[src/rtl/sel_word_packer.sv]
// Builds the 64-bit select word from host field writes. On commit it updates the
// active word and shifts it MSB-first into the serial chain. SEL_READBACK_EN adds chain readback.
module sel_word_packer #(
   parameter int          CLKDIV      = 4,
   parameter logic [63:0] SHADOW_INIT = 64'h0
) (
   input  logic        clk,
   input  logic        rst_n,
   input  logic        wr_en,
   input  logic [2:0]  wr_addr,
   input  logic [31:0] wr_data,
   input  logic        commit,
`ifdef SEL_READBACK_EN
   input  logic        ser_din,
   output logic        rb_err,
`endif
   output logic [63:0] sel_word,
   output logic        ser_clk,
   output logic        ser_data,
   output logic        ser_load,
   output logic        ser_busy,
   output logic        commit_done,
   output logic        err_addr
);

   // Only mapped field bits can ever be set: [42:0], 44, 45 and 48.
   localparam logic [63:0] FIELD_MASK = 64'h0001_37FF_FFFF_FFFF;
   localparam logic [63:0] INIT_WORD  = SHADOW_INIT & FIELD_MASK;
   localparam logic [7:0]  CNT_LAST   = 8'(CLKDIV - 1);

   typedef enum logic [2:0] {IDLE, SHIFT_LO, SHIFT_HI, LOAD, DONE} state_t;

   state_t      state_q, state_d;
   logic [63:0] shadow_q, shadow_d;
   logic [63:0] sel_q, sel_d;
   logic [63:0] sr_q, sr_d;
   logic [7:0]  cnt_q, cnt_d;
   logic [5:0]  idx_q, idx_d;
   logic        ser_clk_q, ser_clk_d;
   logic        ser_data_q, ser_data_d;
   logic        ser_load_q, ser_load_d;
   logic        ser_busy_q, ser_busy_d;
   logic        done_q, done_d;
   logic        err_q, err_d;
   logic        phase_end;
`ifdef SEL_READBACK_EN
   logic [63:0] cap_q, cap_d;
   logic [63:0] prev_q, prev_d;
   logic        rb_err_q, rb_err_d;
`endif

   assign phase_end = (cnt_q == CNT_LAST);

   always_comb begin
      shadow_d = shadow_q;
      err_d    = 1'b0;
      if (wr_en) begin
         case (wr_addr)
            3'd0:    shadow_d[0]     = wr_data[0];
            3'd1:    shadow_d[9:1]   = wr_data[8:0];
            3'd2:    shadow_d[10]    = wr_data[0];
            3'd3:    shadow_d[42:11] = wr_data;
            3'd4:    shadow_d[44]    = wr_data[0];
            3'd5:    shadow_d[45]    = wr_data[0];
            3'd6:    shadow_d[48]    = wr_data[0];
            default: err_d           = 1'b1;
         endcase
      end

      state_d = state_q;
      sel_d   = sel_q;
      sr_d    = sr_q;
      cnt_d   = cnt_q;
      idx_d   = idx_q;
`ifdef SEL_READBACK_EN
      cap_d    = cap_q;
      prev_d   = prev_q;
      rb_err_d = rb_err_q;
`endif
      case (state_q)
         IDLE: begin
            cnt_d = 8'd0;
            if (commit) begin
               // shadow_d already carries any write made in this same cycle
               sel_d   = shadow_d;
               sr_d    = shadow_d;
               idx_d   = 6'd63;
               state_d = SHIFT_LO;
`ifdef SEL_READBACK_EN
               prev_d   = sel_q;
               rb_err_d = 1'b0;
`endif
            end
         end
         SHIFT_LO: begin
            if (phase_end) begin
               cnt_d   = 8'd0;
               state_d = SHIFT_HI;
            end else begin
               cnt_d = cnt_q + 8'd1;
            end
         end
         SHIFT_HI: begin
            if (phase_end) begin
               cnt_d = 8'd0;
`ifdef SEL_READBACK_EN
               cap_d = {cap_q[62:0], ser_din};
`endif
               if (idx_q == 6'd0) begin
                  state_d = LOAD;
               end else begin
                  idx_d   = idx_q - 6'd1;
                  sr_d    = {sr_q[62:0], 1'b0};
                  state_d = SHIFT_LO;
               end
            end else begin
               cnt_d = cnt_q + 8'd1;
            end
         end
         LOAD: begin
            if (phase_end) begin
               cnt_d   = 8'd0;
               state_d = DONE;
`ifdef SEL_READBACK_EN
               rb_err_d = (cap_q != prev_q);
`endif
            end else begin
               cnt_d = cnt_q + 8'd1;
            end
         end
         default: state_d = IDLE;
      endcase

      // Outputs are decoded from the next state so they register alongside it.
      ser_clk_d  = (state_d == SHIFT_HI);
      ser_load_d = (state_d == LOAD);
      ser_busy_d = (state_d != IDLE);
      done_d     = (state_d == DONE);
      ser_data_d = ((state_d == SHIFT_LO) || (state_d == SHIFT_HI)) ? sr_d[63] : 1'b0;
   end

   always_ff @(posedge clk or negedge rst_n) begin
      if (!rst_n) begin
         state_q    <= IDLE;
         shadow_q   <= INIT_WORD;
         sel_q      <= INIT_WORD;
         sr_q       <= 64'h0;
         cnt_q      <= 8'd0;
         idx_q      <= 6'd0;
         ser_clk_q  <= 1'b0;
         ser_data_q <= 1'b0;
         ser_load_q <= 1'b0;
         ser_busy_q <= 1'b0;
         done_q     <= 1'b0;
         err_q      <= 1'b0;
`ifdef SEL_READBACK_EN
         cap_q    <= 64'h0;
         prev_q   <= 64'h0;
         rb_err_q <= 1'b0;
`endif
      end else begin
         state_q    <= state_d;
         shadow_q   <= shadow_d;
         sel_q      <= sel_d;
         sr_q       <= sr_d;
         cnt_q      <= cnt_d;
         idx_q      <= idx_d;
         ser_clk_q  <= ser_clk_d;
         ser_data_q <= ser_data_d;
         ser_load_q <= ser_load_d;
         ser_busy_q <= ser_busy_d;
         done_q     <= done_d;
         err_q      <= err_d;
`ifdef SEL_READBACK_EN
         cap_q    <= cap_d;
         prev_q   <= prev_d;
         rb_err_q <= rb_err_d;
`endif
      end
   end

   assign sel_word    = sel_q;
   assign ser_clk     = ser_clk_q;
   assign ser_data    = ser_data_q;
   assign ser_load    = ser_load_q;
   assign ser_busy    = ser_busy_q;
   assign commit_done = done_q;
   assign err_addr    = err_q;
`ifdef SEL_READBACK_EN
   assign rb_err = rb_err_q;
`endif

endmodule
[config.mk]
export PLATFORM = sky130hd
export DESIGN_NAME = sel_word_packer
export DESIGN_NICKNAME = d
export VERILOG_FILES = /design/src/rtl/sel_word_packer.sv
export SDC_FILE = /design/constraint.sdc
export NUM_CORES = 1
export LEC_CHECK = 0
export CAP_MARGIN = 40
export CORE_AREA = 2 2 98 147
export CTS_CLUSTER_DIAMETER = 30
export DETAILED_ROUTE_END_ITERATION = 6
export DIE_AREA = 0 0 100 149
export PLACE_DENSITY = 0.79
export RECOVER_POWER = 25
export SETUP_SLACK_MARGIN = 0.15
export SLEW_MARGIN = 10
export SYNTH_ARGS = -nofsm -noshare
export SYNTH_HDL_FRONTEND = slang
export SYNTH_SLANG_ARGS = --single-unit
[constraint.sdc]
create_clock -name clk -period 3 [get_ports clk]
set_input_delay 0.45 -clock clk [delete_from_list [all_inputs] [get_ports clk]]
set_output_delay 0.45 -clock clk [all_outputs]
set_load 0.02 [all_outputs]
Word level (Yosys, flattened, before mapping)
Index checks and enable logic that the tools add are counted.
{ "classes": {"addsub": 2, "n_eq_ne": 17, "muxes": 29, "reduce_logical": 11} }
{ "op_table": {"columns": ["operator", "n"], "rows": [
  ["$mux 64", 3],
  ["$pmux 64 s2", 1],
  ["$mux 43", 1],
  ["$mux 32", 1],
  ["$eq 3x2->1 const B", 6],
  ["$mux 6", 3],
  ["$pmux 8 s2", 1],
  ["$eq 3x3->1 const B", 4],
  ["$mux 3", 4],
  ["$pmux 3 s4", 1],
  ["$pmux 6 s2", 1],
  ["$eq 3x1->1 const B", 3],
  ["$mux 1", 9],
  ["$mux 9", 1],
  ["$add 8x1->8 const B", 1],
  ["$eq 8x2->1 const B", 1],
  ["$mux 8", 1],
  ["$reduce_or 7->1", 1],
  ["$logic_not 3->1", 2],
  ["$logic_not 6->1", 1],
  ["$ne 2x2->1 const B", 3],
  ["$sub 6x1->6 const B", 1],
  ["$mux 2", 2],
  ["$reduce_and 4->1", 1],
  ["5 further kinds", 6]
]} }
{ "totals": {"ff_bits": 179, "input_bits": 39, "output_inout_bits": 70, "elab_cells": 72} }

Longest topological paths before layout
Gate-level depths: netlist of run 1.
{ "depth": {"word_depth": 7, "mapped_depth": 10, "depth_no_buf": 7} }

Worst setup path after synthesis of run 1
No wires, ideal clock.
{ "synth_timing": {"path_kind": "register to register", "start": "register cnt_q[0]", "end": "register sr_q[10]", "setup_ns": 0.126, "arrival_time_ns": 2.166, "required_ns": 2.874, "path_slack_ns": 0.708, "stages_incl_launch_ff": 9, "n_path_buf": 2, "synth_period_minus_slack_ns": 2.292, "cell_sequence": "dfrtp_1 -> ha_1 -> or4b_4 -> nor4b_4 -> and2_1 -> buf_4 -> nor2_4 -> buf_6 -> a221o_1"} }
{ "synth_via": {"elab_chain_len": 3} }
{ "synth_rtl": {"columns": ["item", "line", "text"], "rows": [
  ["from (decl)", "37", "logic [7:0] cnt_q, cnt_d;"],
  ["from (signal assigned)", "166", "cnt_q <= cnt_d;"],
  ["$eq 8x2->1", "52", "assign phase_end = (cnt_q == CNT_LAST);"],
  ["$ne 2x2->1 (no line)", null, null],
  ["$reduce_and 4->1 (no line)", null, null],
  ["to (signal assigned)", "165", "sr_q <= sr_d;"],
  ["to (decl)", "36", "logic [63:0] sr_q, sr_d;"]
]} }
No other way between the ends.
A chain may end at the register's enable or synchronous reset.

Worst setup path in the final report of run 1
{ "layout_timing": {"start": "register cnt_q[0]", "end": "register sr_q[22]"} }
Same word-level chain as after synthesis.

==> impl_metrics.py, run 1 <==
metrics = {
    "sta": {
        "finClkSkew_ns": 0.0229,
        "worst_pin_slew_ns": 2.12,
        "slew_headroom_pct": -41.4,
        "rsz0062_at_grt": "false",
        "finalSetupViolations": 0,
        "tns_ns": 0,
        "min_period_over_period_pct": 87.7,
        "hold_viol": 0,
        "finalMaxSlewViolations": 87,
        "fin_crit_ns": 2.63,
        "timing.fmax_mhz": 380,
    },
    "final_layout": {
        "diodes": 0,
        "area_growth_pct": 22.0,
        "fill_cells": 1052,
        "regArea_um2": 4480,
        "finalNetCount": 687,
        "drive_gt1_share_pct": 14.6,
        "fin_cells": 823,
        "final_util_pct": 64.0,
        "multiInputGateArea_um2": 2500,
    },
    "routing": {
        "vias": 4614,
        "drc": 0,
        "vias_per_cell": 5.61,
        "dr.pass1.iters": 4,
        "drtIter0Drc": 315,
        "antenna_left": 0,
        "finalWirelength_um": 14900,
        "wire_per_inst_um": 18.1,
    },
    "synthesis": {
        "ys_types": 44,
        "synth_area_um2": 7240,
        "syn_area_per_cell_um2": 12.9,
        "yosysTopAreaCellShare_pct": 61.9,
        "synth_seq_area_share_pct": 61.9,
        "yosys-top-cells-area": "dfrtp_1 62%, mux2_2 7.2%, a221o_1 6.2%",
        "ys_warn_count": 0,
        "synth_seq_cells": 179,
        "synth_top_area_cell": "dfrtp_1",
        "synth_cells": 559,
    },
    "power_and_ir_drop": {
        "combPwrFrac_pct": 30.4,
        "netSwitchingFraction_pct": 31.1,
        "seq_power_share_pct": 44.4,
        "p_per_area_nw_per_um2": 964,
        "ir_worst_vdd_uv": 539,
        "p_leak_nw": 4.29,
        "clkPwrFrac_pct": 25.2,
        "p_switching_mw": 2.64,
        "p_int_mw": 5.86,
    },
    "die": {
        "die_width_um": 100,
        "die_h_um": 149,
        "row_count": 53,
        "design.core.area_um2": 13800,
        "die-area_um2": 14900,
        "start_util_pct": 52.5,
        "ioPinCount": 109,
    },
    "global_routing": {
        "grt_usage_pct": 21.3,
        "antenna_found_initial": 0,
        "use_met2_pct": 36.7,
        "grt_util_met1_pct": 26.1,
        "grt_start_max_net_pins": 88,
        "busiest_layer": "met2",
        "grt_pass1_vias": 5020,
        "groute.layer.met3.usage_pct": 4.31,
        "grt_pass1_wl_um": 24800,
        "grt-ovfl-total": 0,
    },
    "worst_setup_path": {
        "required_ns": 3.30,
        "worst_setup_path_end_kind": "flip-flop",
        "critPathBufInv": 1,
        "cp.arrival_ns": 2.93,
        "cp-start-kind": "flip-flop",
        "path_cells": "ha_1 > or4b_4 > nor4b_4 > and2_2 > nor2_4 > buf_16 > a221o_1",
        "r2r_slack_ns": 0.37,
        "worstSetupPathType": "reg2reg",
        "path_delay_family": "simple AND/OR/NAND/NOR gates",
        "worst_path_max_delay_cell": "or4b_4",
        "cpPeakStageDelay_ns": 0.52,
        "crit_fanout": 25,
    },
    "clock_network": {
        "post_cts_buffers": 0,
        "ctsResizeCount": 0,
        "htree_levels": 4,
        "path_clk_slew_ns": 0.06,
        "root_buffer": "clkbuf_16",
        "clock-sinks": 179,
        "cts_tree": "done",
        "cts_made_buffers": 17,
        "cts_buffer_depth": 2,
        "hold_buffers": 0,
        "clk_latency_ns": 0.42,
    },
    "status": {
        "failed_checks": "max-capacitance violations, max-slew violations",
        "outcome": "finished, violations left",
    },
    "job": {
        "cap_violations": 1,
    },
    "placed_design": {
        "placedCellCount": 792,
        "place_congestion": 0.797,
        "io_buffer_count": 90,
        "dp_hpwl_um": 9750,
    },
    "hold_path": {
        "min_path_type": "reg2reg",
    },
}
==> flip-flops by register name, summed over array words and instances (netlist names) <==
| signal | flops |
|---|---|
| ser_busy | 1 |
| sr_q | 64 |
| ser_data | 1 |
| shadow_q | 46 |
| idx_q | 6 |
| commit_done | 1 |
| cnt_q | 8 |
| state_q | 3 |
| sel_word | 46 |
| ser_load | 1 |
| err_addr | 1 |
| ser_clk | 1 |
==> cell type report <==
class                           instances  share of cell area, %
Clock buffer                           22                   5.26
Clock inverter                          9                   1.21
Inverter                                5                  0.213
Tap cell                              165                   2.34
Sequential cell                       179                   50.8
Timing Repair Buffer                  101                   11.9
Multi-Input combinational cell        342                   28.3
==> metrics by stage <==
| stage | power (mW) | hold WS [ns] | area (um^2) | setup slack, ns |
|---|---|---|---|---|
| 6_report | 8.50 | 0.465 | 8820 | 0.368 |
| 5_1_grt | 8.95 | 0.485 | 8820 | 0.197 |
| 4_1_cts | 8.58 | 0.105 | 8830 | 0.370 |
| 3_5_place_dp | 6.39 | 0.455 | 8260 | 0.403 |
| 3_3_place_gp | 6.23 | 0.444 | 8230 | 0.533 |
| 2_1_floorplan | 5.29 | 0.154 | 7300 | 0.708 |
==> Yosys cell counts (all sizes together) <==
cell    instances
a31o            2
nand2b          1
nor3b           3
nor3            4
buf            30
xnor2           3
or3             2
mux2i           1
nand3b          1
dfrtp         179
a221o          45
o31ai           1
clkbuf         20
conb            1
nor2           14
a211oi          1
and2           50
a21o           47
nand3          24
a211o           1
mux2           46
and4            1
ha              2
or4             1
nor4            1
a21oi           2
nor2b           3
nand4b          4
inv             5
nand2          43
xor2            6
and3            2
nor4b           4
or2             1
o21ai           6
or4b            1
a311oi          1
==> path summary, 6_finish.rpt <==
path	start	endpoint	depth (start not counted)
setup reg to reg	cnt_q[0]$_DFFE_PN0P_	sr_q[22]$_DFFE_PN0P_	7
min in group asynchronous	rst_n	sel_word[20]$_DFFE_PN0P_	1
hold / removal	sr_q[60]$_DFFE_PN0P_	sr_q[61]$_DFFE_PN0P_	2
max in group asynchronous	rst_n	sel_word[4]$_DFFE_PN0P_	2
setup / recovery	cnt_q[0]$_DFFE_PN0P_	sr_q[22]$_DFFE_PN0P_	7
hold reg to reg	sr_q[60]$_DFFE_PN0P_	sr_q[61]$_DFFE_PN0P_	2
==> cells by family (layout without fill, tap and decap cells) <==
kind of cell             count (synthesis)  count (layout)  synth area share (%)
buffers and inverters                   55             137                  4.55
adder cells (fa/ha/maj)                  2               2                 0.346
other                                    1              18                0.0518
XOR/XNOR                                 9               9                  1.09
multiplexers                            47              47                  7.30
AO/OA/AOI/OAI                          106             106                  12.4
flip-flops                             179             179                  61.9
AND/OR/NAND/NOR                        160             160                  12.3
==> power by group through the flow <==
stage	Sequential [mW]	Combinational [mW]	Clock, mW
after floorplan	4.00	1.30	0
after global placement	3.75	2.48	0
after detailed placement	3.78	2.62	0
after CTS	3.77	2.63	2.18
after global routing	3.86	2.81	2.28
final	3.78	2.58	2.15
==> cells in the final DEF (no fill, tap or decap), drive strengths merged, types with 4 or more instances in the layout <==
cell type	synthesis	final
nor3	4	4
nand2	43	43
mux2	46	46
xor2	6	6
nor2	14	14
buf	30	11
a221o	45	45
inv	5	5
clkdlybuf4s50	0	88
o21ai	6	6
dfrtp	179	179
nor4b	4	4
and2	50	50
clkbuf	20	23
nand4b	4	4
clkinv	0	7
nand3	24	24
a21o	47	47
conb	1	18
==> routing by layer <==
| layer | up-vias | wire length (um) |
|---|---|---|
| met2 | 105 | 8180 |
| li1 | 2119 | - |
| met3 | 14 | 476 |
| met4 | 0 | 226 |
| met1 | 2376 | 5970 |
| met5 | - | 0 |
==> worst reg2reg max path, cell delays in order (launching register included) <==
cell and delay [ns]:
dfrtp_1 0.40, ha_1 0.25, or4b_4 0.52, nor4b_4 0.39, and2_2 0.29, nor2_4 0.13
buf_16 0.21, a221o_1 0.33
Note: power is estimated with default switching activity, not from simulation.
==> run 2, diff against run 1 <==
Settings changed: MAX_ROUTING_LAYER set to met4.
==> impl_metrics.py, run 2 (synthesized netlist as in run 1, its figures left out) <==
metrics = {
    "status": {
        "outcome": "finished, violations left",
        "failed_checks": "max-capacitance violations, max-slew violations",
    },
    "clock_network": {
        "clock-sinks": 179,
        "post_cts_buffers": 0,
        "ctsResizeCount": 0,
        "path_clk_slew_ns": 0.06,
        "htree_levels": 4,
        "cts_buffer_depth": 2,
        "hold_buffers": 0,
        "cts_made_buffers": 17,
        "cts_tree": "done",
        "root_buffer": "clkbuf_16",
        "clk_latency_ns": 0.42,
    },
    "routing": {
        "drtIter0Drc": 321,
        "antenna_left": 0,
        "vias_per_cell": 5.63,
        "vias": 4630,
        "dr.pass1.iters": 4,
        "wire_per_inst_um": 18.2,
        "finalWirelength_um": 14900,
        "drc": 0,
    },
    "sta": {
        "rsz0062_at_grt": "false",
        "min_period_over_period_pct": 88.1,
        "hold_slack_ns": 0.464,
        "finalMaxSlewViolations": 87,
        "tns_ns": 0,
        "final_critical_path_setup_slack_ns": 0.358,
        "finClkSkew_ns": 0.0200,
        "timing.fmax_mhz": 378,
        "fin_crit_ns": 2.64,
        "slew_headroom_pct": -45.8,
        "worst_pin_slew_ns": 2.19,
        "finalSetupViolations": 0,
        "hold_viol": 0,
    },
    "hold_path": {
        "min_path_type": "reg2reg",
    },
    "global_routing": {
        "grt-ovfl-total": 0,
        "grt_pass1_vias": 5023,
        "grt_usage_pct": 21.9,
        "grt_start_max_net_pins": 88,
        "antenna_found_initial": 0,
        "grt_pass1_wl_um": 24800,
    },
    "worst_setup_path": {
        "crit_fanout": 25,
        "worstSetupPathType": "reg2reg",
        "required_ns": 3.30,
        "cp.arrival_ns": 2.94,
        "worst_setup_path_end_kind": "flip-flop",
        "cp-start-kind": "flip-flop",
    },
    "final_layout": {
        "drive_gt1_share_pct": 14.6,
        "finalNetCount": 687,
        "area_growth_pct": 22.0,
        "top_register": "sr_q",
        "final_common_cell": "dfrtp_1",
        "largest_reg_flops": 64,
        "diodes": 0,
        "fill_cells": 1052,
        "regArea_um2": 4480,
        "layout_common_cells": "179 x dfrtp_1, 88 x clkdlybuf4s50_1, 49 x and2_1",
        "multiInputGateArea_um2": 2500,
    },
    "placed_design": {
        "place_ws_ns": 0.403,
        "dp_hpwl_um": 9750,
        "io_buffer_count": 90,
        "place_congestion": 0.808,
    },
    "job": {
        "cap_violations": 1,
    },
    "power_and_ir_drop": {
        "p_per_area_nw_per_um2": 964,
        "p_leak_nw": 4.29,
        "ir_worst_vdd_uv": 541,
    },
    "die": {
        "ioPinCount": 109,
        "die-area_um2": 14900,
        "row_count": 53,
        "design.core.area_um2": 13800,
        "die_h_um": 149,
        "die_width_um": 100,
        "start_util_pct": 52.5,
    },
}
[run 2: cell counts in the layout (fill, tap and decap cells not counted)]
Identical to the previous run, type by type.
[run 2: layout make-up]
class / count / area share [%]
inverters: 5 / 0.213
well taps: 165 / 2.34
multi-input cells: 342 / 28.3
clock inverters: 9 / 1.21
flip-flops and latches: 179 / 50.8
repair buffers: 101 / 11.9
clock buffers: 22 / 5.26
[run 2: report_power, final]
| group | internal, mW | switching (mW) |
|---|---|---|
| Sequential | 3.26 | 0.517 |
| Combinational | 1.34 | 1.25 |
| Clock | 1.27 | 0.882 |
[run 2: path summary, 6_finish.rpt]
| kind | start | to | slack (ns) | depth (start not counted) |
|---|---|---|---|---|
| max | cnt_q[0]$_DFFE_PN0P_ | sr_q[22]$_DFFE_PN0P_ | 0.36 | 7 |
| min reg2reg | sr_q[60]$_DFFE_PN0P_ | sr_q[61]$_DFFE_PN0P_ | 0.46 | 2 |
| max in group asynchronous | rst_n | err_addr$_DFF_PN0_ | 1.04 | 1 |
| max reg2reg | cnt_q[0]$_DFFE_PN0P_ | sr_q[22]$_DFFE_PN0P_ | 0.36 | 7 |
| min in group asynchronous | rst_n | sel_word[20]$_DFFE_PN0P_ | 0.63 | 1 |
| min | sr_q[60]$_DFFE_PN0P_ | sr_q[61]$_DFFE_PN0P_ | 0.46 | 2 |
[run 2: worst max-delay path: stages (launching register included)]
cell and delay, ns:
dfrtp_1 0.40, ha_1 0.25, or4b_4 0.52, nor4b_4 0.40, and2_2 0.29, nor2_4 0.13
buf_16 0.21, a221o_1 0.31
[run 2: stage by stage]
step	cells	util (%)	instance area, um^2	power, mW
floorplan	576	-	7300	5.29
global placement	791	59.7	8230	6.23
detailed placement	792	59.9	8260	6.39
CTS	823	64.0	8830	8.58
global route	823	64.0	8820	8.96
finish	823	64.0	8820	8.51
[run 2: metal layers]
metal	vias up	part of all wire [%]	global-route usage [%]
li1	2125	-	-
met4	0	1.5	8.49
met1	2385	41	25.9
met5	-	0	-
met2	106	55	36.9
met3	14	2.8	4.45
==> run 3, diff against run 2 <==
Settings changed: CELL_PAD_IN_SITES_DETAIL_PLACEMENT set to 1, CELL_PAD_IN_SITES_GLOBAL_PLACEMENT set to 1, CORE_AREA 2 2 98 147 to 4 4 110 165, DIE_AREA 0 0 100 149 to 0 0 114 169, PLACE_DENSITY 0.79 to not set, PLACE_DENSITY_LB_ADDON set to 0.1.
==> impl_metrics.py, run 3 (synthesized netlist as in run 1, its figures left out) <==
metrics = {
    "sta": {
        "rsz0062_at_grt": "false",
        "min_period_over_period_pct": 84.9,
        "fin_crit_ns": 2.55,
        "timing.fmax_mhz": 392,
        "worst_pin_slew_ns": 1.64,
        "tns_ns": 0,
        "hold_slack_ns": 0.429,
        "finalSetupViolations": 0,
        "hold_viol": 0,
        "finClkSkew_ns": 0.0175,
        "finalMaxSlewViolations": 66,
        "slew_headroom_pct": -9.08,
    },
    "power_and_ir_drop": {
        "netSwitchingFraction_pct": 31.0,
        "p_per_area_nw_per_um2": 990,
        "total_power_mw": 8.89,
        "seq_power_share_pct": 42.4,
        "p_int_mw": 6.13,
        "ir_worst_vdd_uv": 666,
        "clkPwrFrac_pct": 28.2,
        "combPwrFrac_pct": 29.4,
        "p_switching_mw": 2.75,
        "p_leak_nw": 4.34,
    },
    "die": {
        "row_count": 58,
        "die-area_um2": 19300,
        "ioPinCount": 109,
        "design.core.area_um2": 16700,
        "die_width_um": 114,
        "start_util_pct": 43.4,
        "die_h_um": 169,
    },
    "final_layout": {
        "finalNetCount": 691,
        "area_growth_pct": 24.0,
        "fill_cells": 1719,
        "multiInputGateArea_um2": 2500,
        "diodes": 0,
        "largest_reg_flops": 64,
        "regArea_um2": 4480,
        "top_register": "sr_q",
        "drive_gt1_share_pct": 15.7,
        "layout_common_cells": "179 x dfrtp_1, 89 x clkdlybuf4s50_1, 49 x and2_1",
        "final_common_cell": "dfrtp_1",
    },
    "worst_setup_path": {
        "cp.arrival_ns": 2.91,
        "worst_setup_path_end_kind": "flip-flop",
        "crit_fanout": 22,
        "required_ns": 3.36,
        "worstSetupPathType": "reg2reg",
        "cp-start-kind": "flip-flop",
    },
    "routing": {
        "drc": 0,
        "drtIter0Drc": 219,
        "wire_per_inst_um": 19.5,
        "vias": 4715,
        "dr.pass1.iters": 4,
        "vias_per_cell": 5.40,
        "finalWirelength_um": 17000,
        "antenna_left": 0,
    },
    "status": {
        "outcome": "finished, violations left",
        "failed_checks": "max-capacitance violations, max-slew violations",
    },
    "clock_network": {
        "path_clk_slew_ns": 0.07,
        "clk_latency_ns": 0.44,
        "post_cts_buffers": 0,
        "cts_tree": "done",
        "cts_buffer_depth": 2,
        "clock-sinks": 179,
        "root_buffer": "clkbuf_16",
        "cts_made_buffers": 17,
        "ctsResizeCount": 0,
        "htree_levels": 4,
        "hold_buffers": 0,
    },
    "hold_path": {
        "min_path_type": "in2async",
    },
    "global_routing": {
        "antenna_found_initial": 0,
        "grt-ovfl-total": 0,
        "grt_start_max_net_pins": 66,
        "grt_usage_pct": 19.2,
        "grt_pass1_wl_um": 28300,
        "grt_pass1_vias": 5280,
    },
    "job": {
        "cap_violations": 1,
    },
    "placed_design": {
        "io_buffer_count": 90,
        "dp_hpwl_um": 11100,
        "place_congestion": 0.772,
    },
}
run 3: worst paths after layout:
path	from	endpoint	slack, ns	cells after the start
worst min register to register	sr_q[50]$_DFFE_PN0P_	sr_q[51]$_DFFE_PN0P_	0.47	2
min in group clk	sr_q[50]$_DFFE_PN0P_	sr_q[51]$_DFFE_PN0P_	0.47	2
worst max-delay path	cnt_q[0]$_DFFE_PN0P_	sr_q[9]$_DFFE_PN0P_	0.45	7
worst min-delay path	rst_n	sel_word[29]$_DFFE_PN0P_	0.43	1
max in group asynchronous	rst_n	sr_q[11]$_DFFE_PN0P_	0.86	2
worst max register to register	cnt_q[0]$_DFFE_PN0P_	sr_q[9]$_DFFE_PN0P_	0.45	7
run 3: area by class of cell:
type / count / area share (%)
multi-input combinational: 342 / 27.9
clock inverter: 13 / 2.44
inverter: 5 / 0.209
clock buffer: 19 / 5.05
timing repair buffer: 105 / 11.6
sequential: 179 / 49.9
tap: 210 / 2.93
run 3: metal layers:
layer / vias up / GRT usage (%) / share of wire, %
li1: 2137 / - / -
met4: 0 / 5.22 / 1.2
met1: 2475 / 22.9 / 42
met2: 89 / 32.5 / 53
met3: 14 / 4.51 / 3.6
met5: - / - / 0
run 3: per-stage QoR:
step           worst slack [ns]  instances  instance area (um^2)  utilization [%]
6_report                  0.452        873                  8970             53.8
5_1_grt                   0.228        873                  8970             53.8
4_1_cts                   0.410        873                  8990             53.9
3_5_place_dp              0.350        841                  8320             49.9
3_3_place_gp              0.414        840                  8290             49.7
2_1_floorplan             0.708        576                  7300                -
run 3: power groups by stage:
| stage | registers (mW) | clock network (mW) | logic (mW) |
|---|---|---|---|
| 3_5_place_dp | 3.80 | 0 | 2.65 |
| 3_3_place_gp | 3.77 | 0 | 2.53 |
| 4_1_cts | 3.78 | 2.57 | 2.67 |
| 6_report | 3.77 | 2.51 | 2.61 |
| 5_1_grt | 3.88 | 2.66 | 2.86 |
| 2_1_floorplan | 4.00 | 0 | 1.30 |
run 3: worst max-delay path, cell delays in order (launching register included):
cell and delay, ns:
dfrtp_1 0.39, ha_1 0.26, or4b_4 0.53, nor4b_4 0.29, and2_2 0.24, buf_4 0.27
buf_4 0.30, a221o_1 0.20
